===== config.mk =====
export PLATFORM = sky130hd
export DESIGN_NAME = hazard_unit
export DESIGN_NICKNAME = d
export VERILOG_FILES = /design/src/rtl/hazard_unit.sv
export SDC_FILE = /design/constraint.sdc
export NUM_CORES = 1
export LEC_CHECK = 0
export CORE_ASPECT_RATIO = 2
export CORE_MARGIN = 1
export CORE_UTILIZATION = 45
export CTS_CLUSTER_SIZE = 40
export DETAILED_ROUTE_END_ITERATION = 7
export PLACE_DENSITY = 0.8
export SYNTH_ARGS = -nofsm -noshare
export SYNTH_HDL_FRONTEND = slang
export SYNTH_SLANG_ARGS = --single-unit

===== constraint.sdc =====
create_clock -name clk -period 6.2 [get_ports clk]
set_input_delay 0.62 -clock clk [delete_from_list [all_inputs] [get_ports clk]]
set_output_delay 0.62 -clock clk [all_outputs]
set_load 0.005 [all_outputs]

===== src/rtl/hazard_unit.sv =====
`default_nettype none
// ============================================================================
// hazard_unit -- stall/flush/forward control for the 5-stage MIPS pipeline,
// with multiplier-busy tracking, a busy watchdog and a stall-cycle counter.
// Revision: 1.0
// ============================================================================
module hazard_unit #(
  parameter int MULT_TIMEOUT = 64,
  parameter int STALL_CNT_W  = 16
) (
  input  logic                   clk,
  input  logic                   rst,
  input  logic [1:0]             branchD,
  input  logic [4:0]             RsD,
  input  logic [4:0]             RtD,
  input  logic                   RegWriteE,
  input  logic                   RegWriteM,
  input  logic                   RegWriteW,
  input  logic [2:0]             WBSrcE,
  input  logic [2:0]             WBSrcM,
  input  logic [4:0]             RsE,
  input  logic [4:0]             RtE,
  input  logic [4:0]             WriteRegE,
  input  logic [4:0]             WriteRegM,
  input  logic [4:0]             WriteRegW,
  input  logic                   MultStartE,
  input  logic                   MultDoneE,
  output logic                   stallF,
  output logic                   stallD,
  output logic                   flushE,
  output logic                   forwardAD,
  output logic                   forwardBD,
  output logic [1:0]             forwardAE,
  output logic [1:0]             forwardBE,
  output logic                   mult_timeout,
  output logic [STALL_CNT_W-1:0] stall_cycles
);

  localparam int WD_W = $clog2(MULT_TIMEOUT + 1);
  localparam logic [2:0] SRC_LOAD = 3'b001;

  typedef enum logic [0:0] {
    IDLE = 1'b0,
    BUSY = 1'b1
  } state_t;

  state_t state, state_next;

  logic [WD_W-1:0]        wd_cnt;
  logic                   timeout_flag;
  logic [STALL_CNT_W-1:0] stall_cnt;

  logic lwstall, branchstall, multstall, stall;
  logic hitE_s, hitE_t, hitM_s, hitM_t;

  // A write to $0 is architecturally discarded, so it never matches.
  function automatic logic reg_match(input logic we, input logic [4:0] wr,
                                     input logic [4:0] r);
    return we && (wr == r) && (r != 5'd0);
  endfunction

  function automatic logic [1:0] fwd_sel(input logic [4:0] r,
                                         input logic weM, input logic [4:0] wrM,
                                         input logic weW, input logic [4:0] wrW);
    if (reg_match(weM, wrM, r))
      return 2'b10;
    else if (reg_match(weW, wrW, r))
      return 2'b01;
    else
      return 2'b00;
  endfunction

  always_comb begin
    hitE_s = reg_match(RegWriteE, WriteRegE, RsD);
    hitE_t = reg_match(RegWriteE, WriteRegE, RtD);
    hitM_s = reg_match(RegWriteM, WriteRegM, RsD);
    hitM_t = reg_match(RegWriteM, WriteRegM, RtD);

    lwstall     = (WBSrcE == SRC_LOAD) && (hitE_s || hitE_t);
    branchstall = (branchD != 2'b00) &&
                  ((hitE_s || hitE_t) ||
                   ((WBSrcM == SRC_LOAD) && (hitM_s || hitM_t)));
    multstall   = (state == IDLE) ? (MultStartE && !MultDoneE) : !MultDoneE;

    stall = !rst && (lwstall || branchstall || multstall);
  end

  always_comb begin
    state_next = state;
    case (state)
      IDLE:    if (MultStartE && !MultDoneE) state_next = BUSY;
      BUSY:    if (MultDoneE) state_next = IDLE;
      default: state_next = IDLE;
    endcase
  end

  always_comb begin
    stallF       = stall;
    stallD       = stall;
    flushE       = stall;
    forwardAD    = 1'b0;
    forwardBD    = 1'b0;
    forwardAE    = 2'b00;
    forwardBE    = 2'b00;
    mult_timeout = 1'b0;
    stall_cycles = '0;
    if (!rst) begin
      forwardAD    = hitM_s;
      forwardBD    = hitM_t;
      forwardAE    = fwd_sel(RsE, RegWriteM, WriteRegM, RegWriteW, WriteRegW);
      forwardBE    = fwd_sel(RtE, RegWriteM, WriteRegM, RegWriteW, WriteRegW);
      mult_timeout = timeout_flag;
      stall_cycles = stall_cnt;
    end
  end

  // Watchdog holds at MULT_TIMEOUT so it cannot wrap during a hung multiply.
  always_ff @(posedge clk) begin
    if (rst) begin
      state        <= IDLE;
      wd_cnt       <= '0;
      timeout_flag <= 1'b0;
      stall_cnt    <= '0;
    end else begin
      state <= state_next;
      if (state == IDLE) begin
        if (state_next == BUSY)
          wd_cnt <= '0;
      end else begin
        if (wd_cnt != WD_W'(MULT_TIMEOUT))
          wd_cnt <= wd_cnt + WD_W'(1);
        if (wd_cnt >= WD_W'(MULT_TIMEOUT - 1))
          timeout_flag <= 1'b1;
      end
      if (stall && (stall_cnt != {STALL_CNT_W{1'b1}}))
        stall_cnt <= stall_cnt + STALL_CNT_W'(1);
    end
  end

endmodule
`default_nettype wire


==> reports/qor.yml, run 1 <==
logic_synthesis:
  synth_area_per_cell_um2: 8.29
  count_of_state_elements_after_synthesis: 25
  synth.cell_area_um2: 2010
  sequential_cell_area_fraction_in_the_yosys_report_pct: 24.8
  ys_warns: 0
  post_synth_net_total: 296
  number_of_cells_produced_by_synthesis: 243
  synth_cell_types: 42
critical_path:
  critPathCaptureType: "output pin"
  critical_path.max_fanout: 4
  critPathKind: "input pin to output pin"
  cp_slowest_cell: "or4_4"
  worst_path_most_repeated_cell: "clkdlybuf4s50_1"
  cp_cell_sequence: "clkdlybuf4s50_1 > or4_4 > o211ai_2 > o22ai_2 > a21boi_4 > a21oi_1 > clkdlybuf4s50_1"
  startpoint_type: "input pin"
  critical-path-max-stage-delay_ns: 0.58
  critical_path_required_ns: 5.58
  worst-endpoint-arrival_ns: 2.81
finish:
  area.growth.synth_to_final_pct: 41.2
  layoutNonFillerInstCount: 368
  nNetsFinal: 368
  multiInputGateArea_um2: 1460
  final_util_pct: 65.5
  layout_commonest_cell: "clkdlybuf4s50_1"
  sequential_cell_area_um2: 500
  final_layout_size_suffix_gt1_share_pct: 7.96
  antenna_cells: 0
  final_cell_mix: "clkdlybuf4s50_1, nor2_1, xnor2_1"
  num-fill-cells: 399
  design_area_um2: 2840
placement:
  postPlaceCellArea_um2: 2800
  place_congestion: 0.871
  post-dp-hpwl_um: 4370
  portBuffers: 75
  placed_cells_incl_taps: 364
  pre_cts_slack_ns: 2.76
sta:
  layout_worst_path_cycle_share_pct: 55.3
  max_freq_ghz: 0.292
  hold_viol: 0
  fin_ws_ns: 2.77
  worst_clock_skew_ns: 0.00129
  slew_violations: 0
  fin_tns_setup_ns: 0
  final_period_minus_worst_setup_slack_ns: 3.43
  max_slew_margin_pct: 70.4
  setup_repair_after_global_routing_missed_its_margin: "no"
  worst_pin_slew_ns: 0.445
  setup-violations-final: 0
detailed_routing:
  remaining_drc_errors: 0
  detail_route.vias_per_cell: 5.33
  route.detailed.wl_per_inst_um: 15.0
  1st_pass_router_iterations: 4
  drtIter0Drc: 31
  wl_um: 5510
  via_total_after_detailed_routing: 1962
  drtAntennaViolNets: 0
clock_network:
  cts_buffers: 3
  post_cts_hold_buffer_count: 0
  clkTransAtPathRegs_ns: 0.08
  clock_path_buffers: 2
  h_tree_levels: 1
  clk-insertion-delay-late_ns: 0.27
  cts_setup_buffers: 0
  clock_sink_count: 25
  root_buffer: "clkbuf_8"
  cts_repair_resize_count: 0
  clock_tree_from_tritoncts: "done"
pwr:
  max_ir_drop_vdd_mv: 0.160
  p_per_area_nw_per_um2: 129
  total_leakage_power_uw: 0.000993
grt:
  number_of_antenna_violations_at_the_first_check_in_global_routing: 0
  grt_pass1_vias: 1899
  maximum_number_of_pins_on_one_net_before_global_route_repair: 46
  grt_first_pass_wirelength_um: 8650
  track_usage_pct: 23.3
  globalRoute.totalOverflow: 0
die:
  floorplan.die_area_um2: 4760
  floorplan.initialDensity_pct: 46.4
  die_w_um: 49.3
  core_area_um2: 4340
  floorplan.die.height_um: 96.6
  io-pin-count: 76
  num_rows: 34
min_path:
  hp-class: "flop to flop"
run:
  drv.max_cap_violation_count: 0
status:
  outcome: "complete, no violations"
## sequential cells by signal, summed over array words and instances, names as in the netlist
register      cells
timeout_flag      1
stall_cnt        16
wd_cnt            7
state             1
## metrics by stage
| step | power [µW] | hold WS, ns |
|---|---|---|
| 2_1_floorplan | 220 | 0.429 |
| 3_3_place_gp | 272 | 0.458 |
| 3_5_place_dp | 274 | 0.456 |
| 4_1_cts | 368 | 0.477 |
| 5_1_grt | 383 | 0.530 |
| 6_report | 366 | 0.472 |
## path summary, 6_finish.rpt
path,start,to,slack (ns),cells past startpoint
worst max-delay path,RtD[1],stallF,2.77,7
worst min-delay path,timeout_flag$_SDFFE_PP0P_,timeout_flag$_SDFFE_PP0P_,0.47,2
worst max register to register,stall_cnt[7]$_SDFFE_PP0P_,stall_cnt[8]$_SDFFE_PP0P_,4.12,7
worst min register to register,timeout_flag$_SDFFE_PP0P_,timeout_flag$_SDFFE_PP0P_,0.47,2
## critical path, delay by kind of cell
kind                   cells  cell delay [ns]
buffers and inverters      2             0.97
AO/OA/AOI/OAI              4             0.63
AND/OR/NAND/NOR            1             0.58
## layout make-up
type | instances | area share, %
multi-input cells | 206 | 51.4
repair buffers | 76 | 26.7
flip-flops and latches | 25 | 17.6
well taps | 54 | 2.38
clock buffers | 4 | 1.58
inverters | 3 | 0.396
## cells in the mapped netlist
| library cell | number | area share (%) |
|---|---|---|
| buf_4 | 2 | 0.75 |
| and4_1 | 1 | 0.43 |
| or4_1 | 2 | 0.75 |
| a21bo_4 | 1 | 0.81 |
| mux2_1 | 7 | 3.9 |
| a21boi_0 | 1 | 0.37 |
| and3_1 | 1 | 0.31 |
| nor3_1 | 2 | 0.50 |
| a311oi_1 | 1 | 0.43 |
| nand3_1 | 13 | 3.2 |
| clkbuf_1 | 6 | 1.1 |
| and2_1 | 2 | 0.62 |
| xor2_1 | 11 | 4.8 |
| nand4_1 | 11 | 3.4 |
| mux2i_1 | 2 | 0.99 |
| or3_1 | 2 | 0.62 |
| o211ai_2 | 3 | 1.9 |
| ha_1 | 3 | 1.9 |
| nor4b_2 | 1 | 0.75 |
| nor2_2 | 1 | 0.31 |
| nand2_1 | 18 | 3.4 |
| dfxtp_1 | 25 | 25 |
| a31oi_1 | 1 | 0.31 |
| nor4_2 | 3 | 1.9 |
| nand2b_1 | 1 | 0.31 |
| mux2_2 | 1 | 0.56 |
| nor4_1 | 5 | 1.6 |
| mux2_4 | 4 | 3.0 |
| nor3_2 | 1 | 0.50 |
| o21bai_1 | 1 | 0.37 |
| inv_1 | 3 | 0.56 |
| buf_1 | 1 | 0.19 |
| xnor2_1 | 34 | 15 |
| o21ai_0 | 1 | 0.25 |
| a21boi_4 | 2 | 1.9 |
| or4_4 | 2 | 1.1 |
| nor2b_1 | 22 | 6.8 |
| o22ai_2 | 1 | 0.62 |
| a21oi_1 | 7 | 1.7 |
| nand3_2 | 1 | 0.50 |
| a21o_1 | 2 | 0.75 |
| nor2_1 | 34 | 6.3 |
## metal layers
metal | GRT usage [%] | vias up | share of wire [%]
li1 | - | 977 | -
met5 | 0 | - | 0
met3 | 3.14 | 11 | 5.5
met4 | 11.3 | 0 | 3.6
met2 | 45.8 | 71 | 55
met1 | 22.0 | 903 | 36
## power breakdown
| part | leakage (µW) | internal (µW) | switching (µW) |
|---|---|---|---|
| clock network | 0.0000228 | 46.0 | 50.1 |
| logic | 0.000769 | 58.5 | 46.2 |
| registers | 0.000202 | 162 | 3.09 |
| total | 0.000993 | 267 | 99.3 |
## cells by family (layout without fill, tap and decap cells)
| kind of cell | after synthesis | after routing | share of synthesized area [%] |
|---|---|---|---|
| AOI/OAI and AO/OA | 21 | 21 | 9.38 |
| xor gates and xnor gates | 45 | 45 | 19.6 |
| adders and majority gates | 3 | 3 | 1.86 |
| buffers and inverters | 12 | 83 | 2.61 |
| DFF | 25 | 25 | 24.8 |
| muxes | 14 | 14 | 8.45 |
| and+or+nand+nor | 123 | 123 | 33.3 |
(Power assumes the default switching activity.)
==> inputs of run 2 (changes only) <==
==> constraint.sdc (replaced) <==
create_clock -name clk -period 3.5 [get_ports clk]
set_input_delay 0.35 -clock clk [delete_from_list [all_inputs] [get_ports clk]]
set_output_delay 0.35 -clock clk [all_outputs]
set_load 0.005 [all_outputs]
==> run 2 against run 1 <==
Clock-buffer cell count decreased by 1. Sequential cell count unchanged. Register-to-register slack got worse by 2.7 ns. Clock power increased by 83%. Die area unchanged. Critical endpoint unchanged. Highest routed layer unchanged. Sequential share of layout area decreased by 0.069 points.
==> reports/qor.yml, run 2 (synthesized netlist as in run 1, its figures left out) <==
status:
  outcome: "complete, no violations"
critical_path:
  worst-endpoint-arrival_ns: 2.55  # -0.26 ns
  startpoint_type: "input pin"
  cp_cell_sequence: "clkdlybuf4s50_1 > or4_4 > nor2_1 > nor4_2 > o211ai_2 > a21oi_1 > clkdlybuf4s50_1"
  critical-path-max-stage-delay_ns: 0.59  # about the same
  setup.reg_to_reg.worst_slack_ns: 1.46  # -2.66 ns
  critPathKind: "input pin to output pin"
  worst_path_most_repeated_cell: "clkdlybuf4s50_1"
  cp_slowest_cell: "or4_4"
  critical_path.max_fanout: 4  # unchanged
  critical_path_required_ns: 3.15  # -2.43 ns
  critPathCaptureType: "output pin"
  worstSetupStartpoint: "RtD[1]"
  reg2reg_from: "stall_cnt[7]$_SDFFE_PP0P_"
grt:
  globalRoute.totalOverflow: 0  # unchanged
  grt_pass1_vias: 1974  # +3.9%
  maximum_number_of_pins_on_one_net_before_global_route_repair: 27  # -41%
  grt_first_pass_wirelength_um: 8550  # -1.1%
  track_usage_pct: 23.0  # -0.31 points
  number_of_antenna_violations_at_the_first_check_in_global_routing: 0  # unchanged
clock_network:
  clkTransAtPathRegs_ns: 0.08  # about the same
  cts_repair_resize_count: 0  # unchanged
  cts_buffers: 3  # unchanged
  clock_path_buffers: 2  # unchanged
  clock_sink_count: 25  # unchanged
  post_cts_hold_buffer_count: 0  # unchanged
  clock_tree_from_tritoncts: "done"
  root_buffer: "clkbuf_8"
  cts_setup_buffers: 0  # unchanged
  clk-insertion-delay-late_ns: 0.28  # about the same
  h_tree_levels: 1  # unchanged
die:
  die_w_um: 49.3  # unchanged
  num_rows: 34  # unchanged
  floorplan.die.height_um: 96.6  # unchanged
  floorplan.initialDensity_pct: 46.4  # unchanged
  io-pin-count: 76  # unchanged
  floorplan.die_area_um2: 4760  # unchanged
  core_area_um2: 4340  # unchanged
finish:
  layout_commonest_cell: "clkdlybuf4s50_1"
  largest_register_ff_count: 16  # unchanged
  reg_with_most_ffs: "stall_cnt"
  final_cell_mix: "clkdlybuf4s50_1, nor2_1, xnor2_1"
  nNetsFinal: 369  # +0.27%
  reg.largest.list: "stall_cnt: 16 flops, wd_cnt: 7 flops"
  final_layout_size_suffix_gt1_share_pct: 8.57  # +0.61 points
  antenna_cells: 0  # unchanged
  area.growth.synth_to_final_pct: 41.7
  layoutNonFillerInstCount: 369  # +0.27%
  num-fill-cells: 386  # -3.3%
detailed_routing:
  detail_route.vias_per_cell: 5.34  # +0.19%
  via_total_after_detailed_routing: 1971  # +0.46%
  drtIter0Drc: 42  # +35%
  1st_pass_router_iterations: 4  # unchanged
  remaining_drc_errors: 0  # unchanged
  wl_um: 5490  # -0.36%
  drtAntennaViolNets: 0  # unchanged
  route.detailed.wl_per_inst_um: 14.9  # -0.63%
placement:
  portBuffers: 75  # unchanged
  place_congestion: 0.803  # -7.8%
  post-dp-hpwl_um: 4500  # +3.0%
  placed_cells_incl_taps: 365  # +0.27%
run:
  drv.max_cap_violation_count: 0  # unchanged
sta:
  layout_worst_path_cycle_share_pct: 82.9
  setup_repair_after_global_routing_missed_its_margin: "no"
  worst_pin_slew_ns: 0.389  # -0.0552 ns
  max_freq_ghz: 0.345
  hold_viol: 0  # unchanged
  slew_violations: 0  # unchanged
  max_slew_margin_pct: 73.8  # +3.4 points
  final_period_minus_worst_setup_slack_ns: 2.90
  setup-violations-final: 0  # unchanged
  fin_tns_setup_ns: 0  # unchanged
  worst_clock_skew_ns: 0.00946  # +0.00817 ns
min_path:
  hp-class: "flop to flop"
  worst_hold_start: "timeout_flag$_SDFFE_PP0P_"
pwr:
  report.power.total_uw: 656  # +79%
  max_ir_drop_vdd_mv: 0.281  # +76%
  total_leakage_power_uw: 0.000997  # +0.38%
  p_per_area_nw_per_um2: 230  # +78%
-- run 2: cell count changes in the layout (fill, tap and decap cells not counted) --
cell        previous run  this run
buf_4                  1         2
clkbuf_1               1         0
clkinvlp_4             0         1
-- run 2: final timing paths --
path                               end  depth (start not counted)
max                             stallF                          7
min          timeout_flag$_SDFFE_PP0P_                          2
max reg2reg  stall_cnt[6]$_SDFFE_PP0P_                          7
min reg2reg  timeout_flag$_SDFFE_PP0P_                          2
-- run 2: power breakdown --
| part | switching (µW) | internal [µW] | leakage, µW |
|---|---|---|---|
| clock network | 95.2 | 80.9 | 0.0000217 |
| logic | 81.7 | 104 | 0.000773 |
| registers | 5.54 | 288 | 0.000202 |
-- run 2: routing by layer --
metal | part of all wire (%) | track usage [%]
met1 | 34 | 20.1
met2 | 57 | 47.0
met3 | 5.4 | 3.62
met4 | 3.3 | 10.2
met5 | 0 | 0
-- run 2: area by class of cell --
type                       count  area [µm²]  area share, %
clock inverter                 1        7.51          0.263
multi-input combinational    206        1460           51.2
timing repair buffer          77         766           26.8
sequential                    25         500           17.5
inverter                       3        11.3          0.394
tap                           54        67.6           2.37
clock buffer                   3        41.3           1.45
-- run 2: worst max-delay path: cells and delay by family --
| kind | cells | cell delay (ns) |
|---|---|---|
| AOI/OAI and AO/OA | 2 | 0.44 |
| buffers and inverters | 2 | 0.97 |
| and+or+nand+nor | 3 | 0.79 |
-- run 2: stage by stage --
step	hold slack (ns)	utilization (%)	area (µm²)	setup slack (ns)
5_1_grt	0.537	65.8	2860	0.485
3_5_place_dp	0.462	64.7	2810	0.581
6_report	0.480	65.8	2860	0.600
2_1_floorplan	0.429	-	2010	1.39
3_3_place_gp	0.442	64.7	2810	0.601
4_1_cts	0.484	65.8	2860	0.576
==> inputs of run 3 (changes only) <==
==> constraint.sdc (replaced) <==
create_clock -name clk -period 2.7 [get_ports clk]
set_input_delay 0.27 -clock clk [delete_from_list [all_inputs] [get_ports clk]]
set_output_delay 0.27 -clock clk [all_outputs]
set_load 0.005 [all_outputs]
==> run 3 against run 2 <==
Non-clock buffer count is 14 higher. Register-to-register slack worse by 0.82 ns. Clock power is 21% higher. Highest routed layer unchanged.
==> reports/qor.yml, run 3 (synthesized netlist as in run 1, its figures left out) <==
min_path:
  hp-class: "flop to flop"
  worst_hold_start: "timeout_flag$_SDFFE_PP0P_"
  whs_path_depth: 2  # unchanged
run:
  drv.max_cap_violation_count: 0  # unchanged
finish:
  design_area_um2: 2970  # +3.9%
  largest_register_ff_count: 16  # unchanged
  reg.largest.list: "stall_cnt: 16 flops, wd_cnt: 7 flops"
  final_cell_mix: "clkdlybuf4s50_1, nor2_1, xnor2_1"
  final_layout_size_suffix_gt1_share_pct: 12.5  # +3.9 points
  layout_commonest_cell: "clkdlybuf4s50_1"
  nNetsFinal: 383  # +3.8%
  antenna_cells: 0  # unchanged
  reg_with_most_ffs: "stall_cnt"
  num-fill-cells: 395  # +2.3%
  area.growth.synth_to_final_pct: 47.3
clock_network:
  clock_tree_from_tritoncts: "done"
  cts_buffers: 3  # unchanged
  root_buffer: "clkbuf_8"
  clock_path_buffers: 2  # unchanged
  post_cts_hold_buffer_count: 0  # unchanged
  h_tree_levels: 1  # unchanged
  clkTransAtPathRegs_ns: 0.08  # about the same
  cts_repair_resize_count: 0  # unchanged
  cts_setup_buffers: 0  # unchanged
  clk-insertion-delay-late_ns: 0.26  # -0.02 ns
  clock_sink_count: 25  # unchanged
detailed_routing:
  via_total_after_detailed_routing: 1989  # +0.91%
  drtAntennaViolNets: 0  # unchanged
  drtIter0Drc: 40  # -4.8%
  wl_um: 5600  # +2.0%
  remaining_drc_errors: 0  # unchanged
  1st_pass_router_iterations: 4  # unchanged
  detail_route.vias_per_cell: 5.19  # -2.8%
  route.detailed.wl_per_inst_um: 14.6  # -1.8%
sta:
  worst_pin_slew_ns: 0.405  # +0.0160 ns
  worst_clock_skew_ns: 0.00243  # -0.00703 ns
  setup-violations-final: 0  # unchanged
  max_slew_margin_pct: 72.7  # -1.1 points
  layout_worst_path_cycle_share_pct: 96.6
  slew_violations: 0  # unchanged
  max_freq_ghz: 0.383
  fin_tns_setup_ns: 0  # unchanged
  final_period_minus_worst_setup_slack_ns: 2.61
  hold_viol: 0  # unchanged
  setup_repair_after_global_routing_missed_its_margin: "no"
critical_path:
  critPathCaptureType: "output pin"
  cp_num_cells: 6  # -1
  startpoint_type: "input pin"
  worstSetupStartpoint: "RtE[2]"
  reg2reg_from: "stall_cnt[7]$_SDFFE_PP0P_"
  worst-path-buf-inv: 2  # unchanged
  critical-path-max-stage-delay_ns: 0.57  # -0.02 ns
  critPathKind: "input pin to output pin"
  critical_path.max_fanout: 2  # -2
  cp_slowest_cell: "clkdlybuf4s50_1"
  worst-endpoint-arrival_ns: 2.34  # -0.21 ns
  cp_cell_sequence: "clkdlybuf4s50_1 > or4_1 > nor2_1 > nor4_1 > nor4_1 > clkdlybuf4s50_1"
  path_delay_family: "simple AND/OR/NAND/NOR gates"
  critical_path_required_ns: 2.43  # -0.72 ns
  rr_worst_depth: 7  # unchanged
grt:
  globalRoute.totalOverflow: 0  # unchanged
  maximum_number_of_pins_on_one_net_before_global_route_repair: 36  # +33%
  grt_first_pass_wirelength_um: 8920  # +4.4%
  track_usage_pct: 24.0  # +1.1 points
  number_of_antenna_violations_at_the_first_check_in_global_routing: 0  # unchanged
  grt_pass1_vias: 2032  # +2.9%
die:
  num_rows: 34  # unchanged
  floorplan.die.height_um: 96.6  # unchanged
  io-pin-count: 76  # unchanged
  floorplan.die_area_um2: 4760  # unchanged
  core_area_um2: 4340  # unchanged
  die_w_um: 49.3  # unchanged
  floorplan.initialDensity_pct: 46.4  # unchanged
pwr:
  p_per_area_nw_per_um2: 287  # +25%
  max_ir_drop_vdd_mv: 0.415  # +48%
  total_leakage_power_uw: 0.00107  # +7.1%
placement:
  place_congestion: 0.813  # +1.3%
  postPlaceCellArea_um2: 2910  # +3.7%
  portBuffers: 75  # unchanged
  post-dp-hpwl_um: 4640  # +3.0%
status:
  outcome: "complete, no violations"
-- run 3: area by class of cell --
type	count	area, µm²	share of cell area, %
well taps	54	67.6	2.28
multi-input cells	206	1470	49.6
clock inverters	1	5.00	0.169
clock buffers	3	41.3	1.39
flip-flops and latches	25	500	16.9
inverters	3	11.3	0.380
repair buffers	91	871	29.4
-- run 3: path summary, 6_finish.rpt --
path,slack [ns],endpoint
max,0.09,forwardBE[0]
min,0.48,timeout_flag$_SDFFE_PP0P_
max reg2reg,0.64,stall_cnt[3]$_SDFFE_PP0P_
min reg2reg,0.48,timeout_flag$_SDFFE_PP0P_
-- run 3: stage by stage --
| stage | utilization [%] | cells | setup slack, ns | power (µW) | hold WS [ns] |
|---|---|---|---|---|---|
| 2_1_floorplan | - | 243 | 0.667 | 505 | 0.428 |
| 3_3_place_gp | 67.1 | 379 | 0.0616 | 641 | 0.443 |
| 3_5_place_dp | 67.1 | 379 | 0.0475 | 645 | 0.457 |
| 4_1_cts | 68.2 | 383 | 0.0693 | 861 | 0.480 |
| 5_1_grt | 68.4 | 383 | 0.00513 | 899 | 0.543 |
| 6_report | 68.4 | 383 | 0.0914 | 851 | 0.476 |
-- run 3: tightest hold or removal path: stages (launching register included) --
cell	delay (ns)
dfxtp_1	0.33
a21oi_1	0.04
nor2_1	0.07
-- run 3: per-layer routing --
metal	part of all wire, %	GRT usage (%)
met1	35	21.3
met2	60	51.1
met4	1.1	6.33
met3	4.5	3.46
met5	0	0
-- run 3: report_power, final --
part / leakage (µW) / switching, µW / internal, µW
Combinational: 0.000840 / 109 / 149
Sequential: 0.000202 / 7.33 / 373
Clock: 0.0000255 / 110 / 103
Total: 0.00107 / 226 / 624
